**src/rtl/hilo_pkg.sv**
```systemverilog
// Shared types and constants for the HI/LO unit: op encoding, sequencer states, data width.
package hilo_pkg;

  localparam int unsigned HiloW = 32;

  typedef enum logic [2:0] {
    OpNone  = 3'd0,
    OpMult  = 3'd1,
    OpMultu = 3'd2,
    OpMthi  = 3'd3,
    OpMtlo  = 3'd4,
    OpMfhi  = 3'd5,
    OpMflo  = 3'd6
  } hilo_op_t;

  typedef enum logic [1:0] {
    StIdle,
    StLaunch,
    StWait,
    StFix
  } hilo_state_t;

endpackage

```
**src/rtl/hilo_unsigned_fix.sv**
```systemverilog
// Turns the signed multiplier's high word into the unsigned high word for MULTU.
module hilo_unsigned_fix
  import hilo_pkg::*;
(
  input  logic [HiloW-1:0] in1_i,
  input  logic [HiloW-1:0] in2_i,
  input  logic [HiloW-1:0] mul_hi_i,
  input  logic             is_unsigned_i,
  output logic [HiloW-1:0] hi_o
);

  // A set top bit contributes 2^32 * other-operand that the signed product lost.
  always_comb begin
    hi_o = mul_hi_i;
    if (is_unsigned_i) begin
      hi_o = mul_hi_i + (in1_i[HiloW-1] ? in2_i : '0) + (in2_i[HiloW-1] ? in1_i : '0);
    end
  end

endmodule

```
**src/rtl/hilo_unit.sv**
```systemverilog
// HI/LO register owner and multiply sequencer. Define HILO_BYPASS_EN to let MFHI/MFLO
// read the result being written in FIX instead of stalling one more cycle.
module hilo_unit
  import hilo_pkg::*;
(
  input  logic             clk,
  input  logic             reset,
  input  logic             op_valid,
  input  hilo_op_t         op_code,
  input  logic [HiloW-1:0] op_rs,
  input  logic [HiloW-1:0] op_rt,
  output logic             stall,
  output logic [HiloW-1:0] mf_data,
  output logic             mul_start,
  output logic [HiloW-1:0] mul_in1,
  output logic [HiloW-1:0] mul_in2,
  input  logic [HiloW-1:0] mul_hi,
  input  logic [HiloW-1:0] mul_lo,
  input  logic             mul_busy
);

  hilo_state_t      state_q;
  logic [HiloW-1:0] hi_q, lo_q, in1_q, in2_q;
  logic             unsigned_q, seen_busy_q, mul_start_q;
  logic [HiloW-1:0] hi_fixed, hi_rd, lo_rd;
  logic             is_mf;

  hilo_unsigned_fix u_fix (
    .in1_i         (in1_q),
    .in2_i         (in2_q),
    .mul_hi_i      (mul_hi),
    .is_unsigned_i (unsigned_q),
    .hi_o          (hi_fixed)
  );

  assign mul_start = mul_start_q;
  assign mul_in1   = in1_q;
  assign mul_in2   = in2_q;
  assign is_mf     = (op_code == OpMfhi) || (op_code == OpMflo);

  always_comb begin
    stall = op_valid && (op_code != OpNone) && (state_q != StIdle);
    hi_rd = hi_q;
    lo_rd = lo_q;
`ifdef HILO_BYPASS_EN
    if (state_q == StFix) begin
      hi_rd = hi_fixed;
      lo_rd = mul_lo;
      if (is_mf) stall = 1'b0;
    end
`endif
  end

  always_comb begin
    mf_data = '0;
    if (op_valid && !stall) begin
      case (op_code)
        OpMfhi:  mf_data = hi_rd;
        OpMflo:  mf_data = lo_rd;
        default: mf_data = '0;
      endcase
    end
  end

  always_ff @(posedge clk or posedge reset) begin
    if (reset) begin
      state_q     <= StIdle;
      hi_q        <= '0;
      lo_q        <= '0;
      in1_q       <= '0;
      in2_q       <= '0;
      unsigned_q  <= 1'b0;
      seen_busy_q <= 1'b0;
      mul_start_q <= 1'b0;
    end else begin
      mul_start_q <= 1'b0;
      unique case (state_q)
        StIdle: begin
          if (op_valid) begin
            case (op_code)
              OpMthi: hi_q <= op_rs;
              OpMtlo: lo_q <= op_rs;
              OpMult, OpMultu: begin
                in1_q       <= op_rs;
                in2_q       <= op_rt;
                unsigned_q  <= (op_code == OpMultu);
                mul_start_q <= 1'b1;
                state_q     <= StLaunch;
              end
              default: ;
            endcase
          end
        end
        StLaunch: begin
          seen_busy_q <= 1'b0;
          state_q     <= StWait;
        end
        // Only a busy low after busy high means done; the multiplier may lag the start pulse.
        StWait: begin
          if (mul_busy) begin
            seen_busy_q <= 1'b1;
          end else if (seen_busy_q) begin
            state_q <= StFix;
          end
        end
        StFix: begin
          hi_q    <= hi_fixed;
          lo_q    <= mul_lo;
          state_q <= StIdle;
        end
        default: state_q <= StIdle;
      endcase
    end
  end

endmodule
```
**config.mk**
```make
export PLATFORM = sky130hd
export DESIGN_NAME = hilo_unit
export DESIGN_NICKNAME = d
export VERILOG_FILES = /design/src/rtl/hilo_pkg.sv /design/src/rtl/hilo_unsigned_fix.sv /design/src/rtl/hilo_unit.sv
export SDC_FILE = /design/constraint.sdc
export NUM_CORES = 1
export LEC_CHECK = 0
export BUFFER_PORTS_ARGS = -buffer_cell sky130_fd_sc_hd__buf_4
export CAP_MARGIN = 20
export CORE_UTILIZATION = 40
export CTS_BUF_LIST = sky130_fd_sc_hd__clkbuf_4
export DETAILED_ROUTE_END_ITERATION = 10
export GPL_ROUTABILITY_DRIVEN = 0
export GPL_TIMING_DRIVEN = 1
export PLACE_DENSITY = 0.74
export RECOVER_POWER = 25
export SYNTH_ARGS = -nofsm -noshare
export SYNTH_HDL_FRONTEND = slang
export SYNTH_SLANG_ARGS = --single-unit
```
**constraint.sdc**
```tcl
create_clock -name clk -period 8.9 [get_ports clk]
set_input_delay 0.445 -clock clk [delete_from_list [all_inputs] [get_ports clk]]
set_output_delay 0.445 -clock clk [all_outputs]
set_load 0.02 [all_outputs]
```
; Word-level counts from Yosys, hierarchy flattened
; Cells that the tools add are included.
[word_totals]
output_inout_bits = 98
inputBits = 135
wordCells = 62
reg_bits = 133
[classes]
n_addsub = 2
mux = 21
n_eq_ne = 16
reduce_logical = 15
[op_table]
columns = op, count
row1 = $mux 32, 8
row2 = $pmux 32 s2, 3
row3 = $add 32x32->32, 2
row4 = $eq 3x3->1 const B, 3
row5 = $reduce_and 3->1, 3
row6 = $mux 2, 4
row7 = $ne 2x2->1 const B, 4
row8 = $pmux 2 s4, 1
row9 = $eq 3x2->1 const B, 2
row10 = $ne 2x1->1 const B, 3
row11 = $reduce_bool 2->1, 3
row12 = $eq 2x2->1 const B, 2
row13 = $mux 1, 4
row14 = $reduce_and 4->1, 1
row15 = $eq 3x1->1 const B, 1
row16 = $logic_and 1x1->1, 3
row17 = $reduce_bool 3->1, 1
row18 = $eq 2x1->1 const B, 1
row19 = $logic_not 2->1, 1
row20 = $pmux 1 s2, 1
row21 = $reduce_and 2->1, 1
row22 = $reduce_or 2->1, 1
row23 = $logic_not 1->1, 1

; Depth between registers and ports, before layout
; Gate-level depths: netlist of the first run.
[logic_depth]
word_depth = 6
ltp_mapped = 16
depth_no_buf = 15

; Hierarchy
; A second synthesis of the first run with hierarchy kept.
[hier_totals]
cells_unflattened = 984
hier_area_um2 = 9153.8
[by_module_without_submodules]
columns = mod, instances, cells_each, seq_area_each_um2, area_per_inst_um2
row1 = hilo_unit, 1, 561, 3328.2, 5945.7
row2 = hilo_unsigned_fix, 1, 423, 0.0, 3208.1

; Worst setup path before layout of the first run
; No wires, ideal clock.
[synth_path]
kind = register -> register
from = reg in1_q[31], in the netlist mul_in1[31]
to = reg hi_q[25]
synth_period_minus_slack_ns = 3.588
path_buffers = 1
stages_incl_launch_ff = 16
setup_slack_ns = 5.312
arrival_ns = 3.462
setup_ns = 0.125
t_required_ns = 8.775
path_cell_list = dfrtp_1 > clkbuf_1 > and2_1 > fa_1 > ha_1 > inv_1 > fa_1 > nor2b_1 > o2111ai_1 > a21oi_1 > nor3_1 > o311ai_0 > a31oi_1 > xnor2_1 > nor3_1 > a21oi_1
[synth_between]
elab_chain_cells = 5
[synth_rtl]
columns = item, line_no
row1 = start: declaration, hilo_unit.sv:23  ; logic [HiloW-1:0] hi_q, lo_q, in1_q, in2_q;
row2 = start signal: assignment, hilo_unit.sv:84  ; in1_q <= op_rs;
row3 = $mux 32, hilo_unsigned_fix.sv:16  ; hi_o = mul_hi_i + (in1_i[HiloW-1] ? in2_i : '0) + (in2_i[HiloW-1] ? in1_i : '0);
row4 = $add 32x32->32 (2 in a row), hilo_unsigned_fix.sv:16
row5 = $mux 32, hilo_unsigned_fix.sv:15  ; if (is_unsigned_i) begin
row6 = $pmux 32 s2, hilo_unit.sv:77  ; unique case (state_q)
row7 = end signal: assignment, hilo_unit.sv:81  ; OpMthi: hi_q <= op_rs;
row8 = end signal: assignment, hilo_unit.sv:107  ; hi_q <= hi_fixed;
row9 = end: declaration, hilo_unit.sv:23
; Every way passes these cells.
; A chain may end at the register's enable or synchronous reset.

; Worst setup path after layout of the first run
[layout_path]
from = reg in2_q[31], in the netlist mul_in2[31]
to = reg hi_q[25]
[layout_between]
elab_chain_cells = 4
[layout_rtl]
columns = item, line_no
row1 = start: declaration, hilo_unit.sv:23
row2 = start signal: assignment, hilo_unit.sv:85  ; in2_q <= op_rt;
row3 = $mux 32, hilo_unsigned_fix.sv:16
row4 = $add 32x32->32, hilo_unsigned_fix.sv:16
row5 = $mux 32, hilo_unsigned_fix.sv:15
row6 = $pmux 32 s2, hilo_unit.sv:77
; Every way passes these cells.

==> metrics, run 1 <==
Setup Fix Bufs, Post-CTS=0; top_reg_cell synth=dfrtp_1; global-route met2 utilization=36.2%; Worst EP arrival=4.80 ns; DIE WIDTH=151 um; Max-Cap Viols=1; Syn. warnings=0; Hold Violations, Final=0; total core area=approximately 22000 um2; Post-synth EDFFs=0; Commonest cells post-synth=nand2_1 (252), dfrtp_1 (133), a21oi_1 (93), nor2_1 (93), and2_1 (61); Layout fillers=2102; final slew viol count=60; r2r endpoint=hi_q[25]; violated checks=capacitance limit, slew limit; switch share=between 40% and 50%; vias in the first global route=8070; Rows=54; compound-cell area share of the yosys netlist=17.8%; Pleak=5.28 nW; met3 usage=4.46%; WHS Path Cells=3; unrepaired setup endpoints after global routing=no; HP Start=op_rt[15]; post-synthesis cell area=8880 um2; sequential element share of the synthesized area=37.5%; Sw Pwr=1.81 mW; Power Total=3.74 mW; hold path endpoint=mul_in2[15]; FF-to-FF path depth=15; share of post-route cells with drive strength above 1=20.3%; clk slew on worst S/H paths=0.13 ns; DP HPWL=21.4 mm; DP Worst Slack=roughly 4.6 ns; min-delay worst type=input port to flip-flop; antenna violation net count after detailed routing=0; syn avg cell area=8.39 um2; drt pass-1 iters=7; net count of the mapped netlist=about 1300; IO Port Bufs=232; Die Span Y=151 um; CP endpoint kind=flip-flop; Post-Route WL=between 20 and 30 mm; CTS H-tree depth=4; Synth Area in Simple Gates=23.1%; GR peak layer=met1; # setup viols final=0; mux contribution to synthesized area=around 3%; I/O pin count=approximately 230; Num CTS Buffers=17; vias per cell=5.43; internal power=1.93 mW; P&R area growth vs syn=24.3%; Max clock buf depth=2; worst reg2reg setup slack=between 4 and 5 ns; fraction of the mapped netlist area in adder cells=12.0%; CP startpoint kind=flip-flop; count leader, synth=nand2_1; Layout Utilization=just over 50%; Synth Area in XOR/XNOR=between 2 and 3%; largest net degree at the start of global routing=92; nets=1457; main combinational cell family by area after synthesis=simple AND/OR/NAND/NOR gates; Worst-Skew Late Latency=0.57 ns; Max VDD drop=0.000160 V; grt met1 use=37.1%; first-pass GRT wire length=44.0 mm; CP startpoint=mul_in2[31]; Setup Skew=about 0.023 ns; critical-path maximum fanout=33; status=finished with violations; DP Area=between 10000 and 15000 um2; antenna violations before repair=4; min Tclk post-route=4.34 ns; clk sinks=133; slew margin rel.=-71.8%; sequential cell area=3330 um2; CTS tree=built; r2r startpoint=mul_in2[31]; Total GRT Usage=25.3%; design area=11000 um2; PwrDens=approximately 340 nW/um2; setup_tns=0 ns; DRT iter0 DRCs=595; area of the multi-input gates=5260 um2; Mapped Cells=1059; setup ws final=4.56 ns; Distinct cells, synth=55; top post-synthesis cells by area=dfrtp_1 (37%), nand2_1 (11%), fa_1 (7.2%); Comb power frac=58.6%; ys async rst share=100%; Residual DRC=0; top-area cell type share of the netlist area=between 30 and 40%; Remaining Overflow, GRT=0; DIE AREA=22800 um2; Sequential Power Share=about 30%; Final period util=48.8%; Clock power frac=approximately 11%; CP Class=flip-flop to flip-flop; register bit count reported by yosys=approximately 130; CP Data Required Time=about 9.4 ns; Least-Margin Pin Slew=2.56 ns; DR WL/cell=18.0 um; Initial Utilization=approximately two fifths; Yosys top cell by area=dfrtp_1; Fmax=~230 MHz; CTS root buffer=clkbuf_4; via count=approximately 8400
-- cell usage in the layout (no fill, tap or decap), types with 5 or more instances in the layout --
master and n:
ha_1 33, and2_1 60, o21a_1 8, a211oi_1 5
buf_4 210, a22oi_1 32, nand2_1 251, a31oi_1 14
nor2b_1 16, clkbuf_4 18, clkinv_4 5, o21ai_0 45
xor2_1 8, fa_1 32, xnor2_1 21, a21oi_1 93
a21o_1 13, o221ai_1 9, dfrtp_1 133, nor2_1 93
inv_1 18, nor3_1 11, nand3_1 7, clkbuf_1 31
nand2b_1 8, mux2i_1 26
-- power by group through the flow --
stage | logic, mW | clock network, mW | registers, mW
global placement | 2.16 | 0 | 1.14
finish | 2.19 | 0.415 | 1.13
floorplan | 1.43 | 0 | 1.21
detailed placement | 2.21 | 0 | 1.15
global route | 2.44 | 0.451 | 1.17
CTS | 2.23 | 0.427 | 1.13
-- metal layers --
layer	share of wire, %	up-vias
li1	-	4001
met1	45	3999
met2	43	377
met3	7.8	56
met4	3.6	0
met5	0	-
-- layout make-up --
type,instances,share of cell area [%]
inverter,20,0.691
sequential,133,30.1
clock inverter,15,1.42
clock buffer,17,1.16
multi-input combinational,840,47.7
antenna,4,0.0907
tap,280,3.17
timing repair buffer,244,15.7
-- flip-flops by register name, indices dropped and copies added (netlist names) --
name and flops:
hi_q 32, lo_q 32, mul_in1 32, mul_in2 32, mul_start 1, seen_busy_q 1, state_q 2, unsigned_q 1
-- worst max-delay path: stages, from the launching register on --
cell	delay [ns]
dfrtp_1	0.94
nand2_1	0.17
fa_1	0.42
inv_1	0.06
ha_1	0.19
inv_1	0.07
fa_1	0.40
nor2b_1	0.17
o2111ai_1	0.14
a21oi_1	0.30
nor3_1	0.13
o311ai_0	0.68
a31oi_1	0.21
xnor2_1	0.17
nor3_1	0.14
a21oi_1	0.06
-- through the flow --
stage,std cells,hold WS [ns]
CTS,1548,0.0258
detailed placement,1515,0.474
finish,1553,0.0670
global route,1553,0.0288
global placement,1515,0.462
floorplan,1059,0.450
-- timing repair --
item | CTS | global route
gates resized for setup | 0 | 0
setup endpoints to repair | 0 | 0
endpoints found under the hold margin | 58 | 0
hold buffers | 1 | 0
-- worst max-delay path by stage --
stage / cells past startpoint / to
floorplan: 1 / hi_q[0]
global placement: 14 / hi_q[25]
detailed placement: 14 / hi_q[25]
CTS: 15 / hi_q[25]
global route: 15 / hi_q[25]
finish: 15 / hi_q[25]
-- logic make-up (layout without fill, tap and decap cells) --
| family | Yosys count | after routing |
|---|---|---|
| xor gates and xnor gates | 29 | 29 |
| AOI/OAI and AO/OA | 251 | 251 |
| muxes | 27 | 27 |
| other | 0 | 4 |
| buffers and inverters | 86 | 296 |
| and+or+nand+nor | 467 | 467 |
| adders and majority gates | 66 | 66 |
| DFF | 133 | 133 |
Note: power is estimated with default switching activity, not from simulation.
==> inputs of run 2 (changes only) <==
--- a/config.mk
+++ b/config.mk
@@ -5,6 +5,7 @@
 export SDC_FILE = /design/constraint.sdc
 export NUM_CORES = 1
 export LEC_CHECK = 0
+export ABC_AREA = 1
 export BUFFER_PORTS_ARGS = -buffer_cell sky130_fd_sc_hd__buf_4
 export CAP_MARGIN = 20
 export CORE_UTILIZATION = 40
@@ -12,7 +13,7 @@
 export DETAILED_ROUTE_END_ITERATION = 10
 export GPL_ROUTABILITY_DRIVEN = 0
 export GPL_TIMING_DRIVEN = 1
-export PLACE_DENSITY = 0.74
+export PLACE_DENSITY = 0.76
 export RECOVER_POWER = 25
 export SYNTH_ARGS = -nofsm -noshare
 export SYNTH_HDL_FRONTEND = slang
==> constraint.sdc (replaced) <==
create_clock -name clk -period 3.7 [get_ports clk]
set_input_delay 0.185 -clock clk [delete_from_list [all_inputs] [get_ports clk]]
set_output_delay 0.185 -clock clk [all_outputs]
set_load 0.02 [all_outputs]
==> metrics, run 2 <==
ys async rst share=100% (unchanged); Max-Cap Viols=2 (+1); clk sinks=133 (unchanged); CTS tree=built; nets=1995 (+37%); Final period util=91.6% (+43 points); Hold Violations, Final=0 (unchanged); register bit count reported by yosys=133 (unchanged); DP HPWL=27.2 mm (+27%); DP Worst Slack=0.452 ns (-4.14 ns); Max VDD drop=0.000481 V (+200%); critical-path maximum fanout=20 (-39%); Post-synth EDFFs=0 (unchanged); Remaining Overflow, GRT=0 (unchanged); Worst-Skew Late Latency=0.60 ns (+0.03 ns); final slew viol count=109 (+82%); Setup Fix Bufs, Post-CTS=0 (unchanged); Pleak=7.30 nW (+38%); top post-synthesis cells by area=dfrtp_1 (33%), nand2_1 (17%), inv_1 (8.6%); antenna violation net count after detailed routing=0 (unchanged); CTS H-tree depth=4 (unchanged); top-area cell type share of the netlist area=33.2% (-4.3 points); IO Port Bufs=232 (unchanged); Die Span Y=160 um (+6.2%); unrepaired setup endpoints after global routing=no; CP startpoint kind=flip-flop; CP Data Required Time=4.15 ns (-5.21 ns); setup_tns=0 ns (unchanged); Power Total=10.6 mW (+180%); most frequent cells in the layout=nand2_1 (452), buf_4 (242), inv_1 (229); Syn. warnings=0 (unchanged); post-synthesis cell area=10000 um2 (+13%); Residual DRC=0 (unchanged); FF-to-FF path depth=14 (-1); setup ws final=0.312 ns (-4.24 ns); Initial Utilization=41.0% (+0.30 points); drt pass-1 iters=9 (+2); I/O pin count=233 (unchanged); DIE AREA=25700 um2 (+13%); net count of the mapped netlist=1692 (+34%); violated checks=capacitance limit, slew limit; Commonest cells post-synth=nand2_1 (452), inv_1 (230), nor2_1 (191); Total GRT Usage=29.4% (+4.1 points); min Tclk post-route=3.39 ns (-0.956 ns); status=finished with violations; # setup viols final=0 (unchanged); vias per cell=5.25 (-3.3%); total core area=24500 um2 (+12%); Fmax=295 MHz (+28%); Worst EP arrival=3.84 ns (-0.96 ns); leading cell type in the layout, fill and taps excluded=nand2_1; DR WL/cell=17.4 um (-3.4%); Max clock buf depth=2 (unchanged); Least-Margin Pin Slew=1.85 ns (-0.711 ns); Distinct cells, synth=38 (-31%); Setup Skew=0.0280 ns (+0.00499 ns); Post-Route WL=37.1 mm (+33%); count leader, synth=nand2_1; min-delay worst type=input port to flip-flop; PwrDens=793 nW/um2 (+130%); top_reg_cell synth=dfrtp_1; Yosys top cell by area=dfrtp_1; CP endpoint kind=flip-flop; P&R area growth vs syn=32.7%; Mapped Cells=1491 (+41%); clk slew on worst S/H paths=0.14 ns (about the same); vias in the first global route=11100 (+37%); WHS Path Cells=3 (unchanged); syn avg cell area=6.73 um2 (-20%); sequential element share of the synthesized area=33.2% (-4.3 points); CP Class=flip-flop to flip-flop; Rows=57 (+5.6%); antenna violations before repair=4 (unchanged); DIE WIDTH=160 um (+6.2%); DRT iter0 DRCs=1351 (+130%); Layout fillers=2272 (+8.1%); largest net degree at the start of global routing=69 (-25%); CTS root buffer=clkbuf_4; via count=11200 (+33%); first-pass GRT wire length=58.8 mm (+34%); slew margin rel.=-24.2% (+48 points); Num CTS Buffers=17 (unchanged); share of post-route cells with drive strength above 1=17.3% (-3.0 points)
run 2: cell count changes in the layout (fill, tap and decap cells not counted), moves of 22 or more:
cell / before / now
a22oi_1: 32 / 4
nand3_1: 7 / 44
mux2i_1: 26 / 0
buf_4: 210 / 242
inv_1: 18 / 229
dlygate4sd3_1: 1 / 106
and2_1: 60 / 1
nand4_1: 4 / 54
clkbuf_1: 31 / 0
nor2_1: 93 / 191
nand2_1: 251 / 452
o21ai_1: 1 / 32
o21ai_0: 45 / 23
run 2: final timing paths:
check / startpoint / end / slack, ns
setup / recovery: mul_in2[31] / hi_q[15] / 0.31
hold / removal: mul_hi[5] / hi_q[5] / 0.02
setup reg to reg: mul_in2[31] / hi_q[15] / 0.31
hold reg to reg: seen_busy_q / seen_busy_q / 0.53
max in group asynchronous: reset / mul_in2[0] / 0.71
min in group asynchronous: reset / hi_q[16] / 0.59
run 2: report_power, final:
| group | leakage (nW) | total, mW | switching (mW) | internal [mW] |
|---|---|---|---|---|
| Sequential | 1.58 | 2.83 | 0.673 | 2.16 |
| Clock | 0.142 | 1.02 | 0.659 | 0.358 |
| Combinational | 5.58 | 6.71 | 4.29 | 2.41 |
| Total | 7.30 | 10.6 | 5.62 | 4.93 |
run 2: logic make-up (layout without fill, tap and decap cells):
logic type | count (synthesis) | count (layout) | share of synthesized area [%]
flip-flops | 133 | 133 | 33.2
AND/OR/NAND/NOR | 765 | 765 | 31.3
other | 0 | 4 | 0
AO/OA/AOI/OAI | 211 | 211 | 11.4
XOR/XNOR | 13 | 13 | 1.13
buffers and inverters | 303 | 618 | 12.3
adder cells (fa/ha/maj) | 66 | 66 | 10.6
run 2: final cells by class:
type                    instances  area (um2)  share of cell area, %
flip-flops and latches        133        3330                   25.0
clock inverters                12         123                  0.921
well taps                     324         405                   3.04
clock buffers                  19         143                   1.07
diodes                          4        10.0                 0.0752
multi-input cells            1055        5480                   41.2
repair buffers                352        2940                   22.1
inverters                     235         888                   6.67
run 2: stage by stage:
stage	std cells	hold slack, ns	utilization, %	area [um2]
after floorplan	1491	0.302	-	10000
after global placement	1991	0.387	48.9	12000
after detailed placement	1991	0.390	48.9	12000
after CTS	2128	0.00256	54.3	13300
after global routing	2134	0.0333	54.4	13300
final	2134	0.0159	54.4	13300
run 2: timing repair:
action,in CTS,in global routing
hold endpoints to repair,148,0
resized for setup,0,0
endpoints found under the setup margin,0,0
hold buffers,106,0
run 2: critical path: stages (launching register included):
cell and delay [ns]:
dfrtp_1 0.63, buf_4 0.35, nand2_1 0.09, inv_1 0.08
fa_1 0.42, ha_1 0.38, nand2_2 0.14, inv_1 0.05
nand2_1 0.06, nand2_1 0.08, a21oi_1 0.16, nand2_2 0.15
xor2_1 0.16, o21ai_0 0.37, a21oi_1 0.12
run 2: metal layers:
layer | up-vias | wire, um | global-route usage (%)
li1 | 5283 | - | -
met1 | 5178 | 14400 | 36.3
met2 | 623 | 17100 | 48.6
met3 | 125 | 3590 | 5.58
met4 | 0 | 2040 | 15.7
met5 | - | 0 | 0
==> inputs of run 3 (changes only) <==
--- a/config.mk
+++ b/config.mk
@@ -8,6 +8,7 @@
 export ABC_AREA = 1
 export BUFFER_PORTS_ARGS = -buffer_cell sky130_fd_sc_hd__buf_4
 export CAP_MARGIN = 20
+export CORE_ASPECT_RATIO = 0.5
 export CORE_UTILIZATION = 40
 export CTS_BUF_LIST = sky130_fd_sc_hd__clkbuf_4
 export DETAILED_ROUTE_END_ITERATION = 10
==> metrics, run 3 (synthesis results as in run 2) <==
Fmax=320 MHz (+8.4%); leading cell type in the layout, fill and taps excluded=nand2_1; slew margin rel.=-25.7% (-1.5 points); Post-Route WL=36.3 mm (-2.1%); Critical Path Max Stage Delay=0.44 ns (-0.19 ns); CTS tree=built; antenna violation net count after detailed routing=0 (unchanged); DRT iter0 DRCs=1170 (-13%); DP HPWL=26.3 mm (-3.4%); critical path buffer and inverter count=2 (-1); I/O pin count=233 (unchanged); Pleak=7.32 nW (+0.19%); Max clock buf depth=2 (unchanged); CTS H-tree depth=4 (unchanged); clk slew on worst S/H paths=0.13 ns (about the same); setup_tns=0 ns (unchanged); Least-Margin Pin Slew=1.89 ns (+0.0330 ns); via count=11100 (-1.2%); Die Span Y=114 um (-29%); Max-Cap Viols=1 (-1); Hold Violations, Final=0 (unchanged); P&R area growth vs syn=33.3%; Final period util=84.5% (-7.1 points); antenna violations before repair=2 (-2); share of post-route cells with drive strength above 1=17.3% (about the same); IO Port Bufs=232 (unchanged); Worst EP arrival=3.64 ns (-0.20 ns); status=finished with violations; min-delay worst type=input port to flip-flop; Worst-Skew Late Latency=0.59 ns (about the same); CP Class=flip-flop to flip-flop; CTS root buffer=clkbuf_4; Worst path top cell family by delay=simple AND/OR/NAND/NOR gates; PwrDens=788 nW/um2 (-0.56%); drt pass-1 iters=8 (-1); most frequent cells in the layout=nand2_1 (452), buf_4 (246), inv_1 (229); CP startpoint kind=flip-flop; Total GRT Usage=28.7% (-0.71 points); DIE WIDTH=226 um (+41%); first-pass GRT wire length=56.4 mm (-4.0%); nets=2002 (+0.35%); violated checks=capacitance limit, slew limit; critical-path maximum fanout=18 (-10%); DIE AREA=25800 um2 (+0.15%); Initial Utilization=41.2% (+0.23 points); critical-path cell list=buf_4, nand2_1, inv_1, fa_1, ha_1, nand2_1, nor2_2, nand3_1, nand3_1, nand2_1, nand3_1, nand2_1, nand3_1, nand2_1, a21oi_2; # setup viols final=0 (unchanged); Residual DRC=0 (unchanged); Setup Fix Bufs, Post-CTS=0 (unchanged); Remaining Overflow, GRT=0 (unchanged); min Tclk post-route=3.13 ns (-0.262 ns); total core area=24300 um2 (-0.57%); Num CTS Buffers=17 (unchanged); clk sinks=133 (unchanged); largest net degree at the start of global routing=134 (+94%); Slowest cell on crit path=dfrtp_1; CP Data Required Time=4.22 ns (+0.07 ns); final slew viol count=134 (+23%); Setup Skew=0.0266 ns (-0.00135 ns); setup ws final=0.574 ns (+0.262 ns); vias per cell=5.15 (-2.0%); Critical Path Most Common Cell=nand2_1; unrepaired setup endpoints after global routing=no; vias in the first global route=10500 (-5.6%); DP Worst Slack=0.634 ns (+0.182 ns); CP endpoint kind=flip-flop; Rows=40 (-30%); DR WL/cell=16.9 um (-2.9%); Max VDD drop=0.000297 V (-38%)
run 3: cell types whose count changed in the layout (fill, tap and decap cells not counted), sizes merged:
cell,delta
buf,+4
diode,-2
dlygate4sd3,+3
clkbuf,+1
clkinv,+1
clkinvlp,+1
inv,-3
run 3: power breakdown:
part           total, mW  internal (mW)  switching (mW)
registers           2.79           2.16           0.628
logic               6.79           2.42            4.37
clock network      0.961          0.353           0.608
total               10.5           4.93            5.60
run 3: layout make-up:
| type | count | area, um2 |
|---|---|---|
| Inverter | 235 | 891 |
| Multi-Input combinational cell | 1055 | 5480 |
| Antenna cell | 2 | 5.00 |
| Clock buffer | 20 | 150 |
| Sequential cell | 133 | 3330 |
| Fill cell | 2285 | 11000 |
| Clock inverter | 11 | 104 |
| Timing Repair Buffer | 359 | 2990 |
| Tap cell | 336 | 420 |
run 3: per-stage QoR:
step	power (mW)	cell area (um2)	hold slack, ns	cells	util [%]
floorplan	7.20	10000	0.302	1491	-
global placement	9.15	12000	0.386	2008	49.4
detailed placement	9.24	12000	0.388	2008	49.4
CTS	10.3	13400	0.00151	2148	54.9
global route	11.4	13400	0.0356	2151	55.0
finish	10.5	13400	0.0426	2151	55.0
run 3: worst reg2reg max path: cells and delay by family, from the launching register on:
| kind | cells | cell delay (ns) |
|---|---|---|
| compound gates | 1 | 0.15 |
| fa+ha+maj | 2 | 0.81 |
| buf+inv | 2 | 0.34 |
| flops | 1 | 0.44 |
| simple gates | 10 | 1.31 |
run 3: path summary, 6_finish.rpt:
check	start	endpoint	slack, ns	cells after the start
setup / recovery	mul_in2[31]	hi_q[26]	0.57	15
hold / removal	mul_hi[21]	hi_q[21]	0.04	5
setup reg to reg	mul_in2[31]	hi_q[26]	0.57	15
hold reg to reg	mul_in2[25]	mul_in2[25]	0.52	2
max in group asynchronous	reset	hi_q[18]	1.69	4
min in group asynchronous	reset	lo_q[22]	0.85	4
run 3: per-layer routing:
metal / track usage [%] / routed length (um) / part of all wire, %
met3: 10.0 / 4240 / 12
met4: 9.16 / 963 / 2.7
met5: 0 / 0 / 0
met2: 42.3 / 15700 / 43
met1: 39.2 / 15400 / 42
run 3: repair_timing:
| item | in CTS | in global routing |
|---|---|---|
| setup endpoints to repair | 0 | 0 |
| resized for setup | 0 | 0 |
| hold buffers | 109 | 0 |
| endpoints found under the hold margin | 246 | 0 |
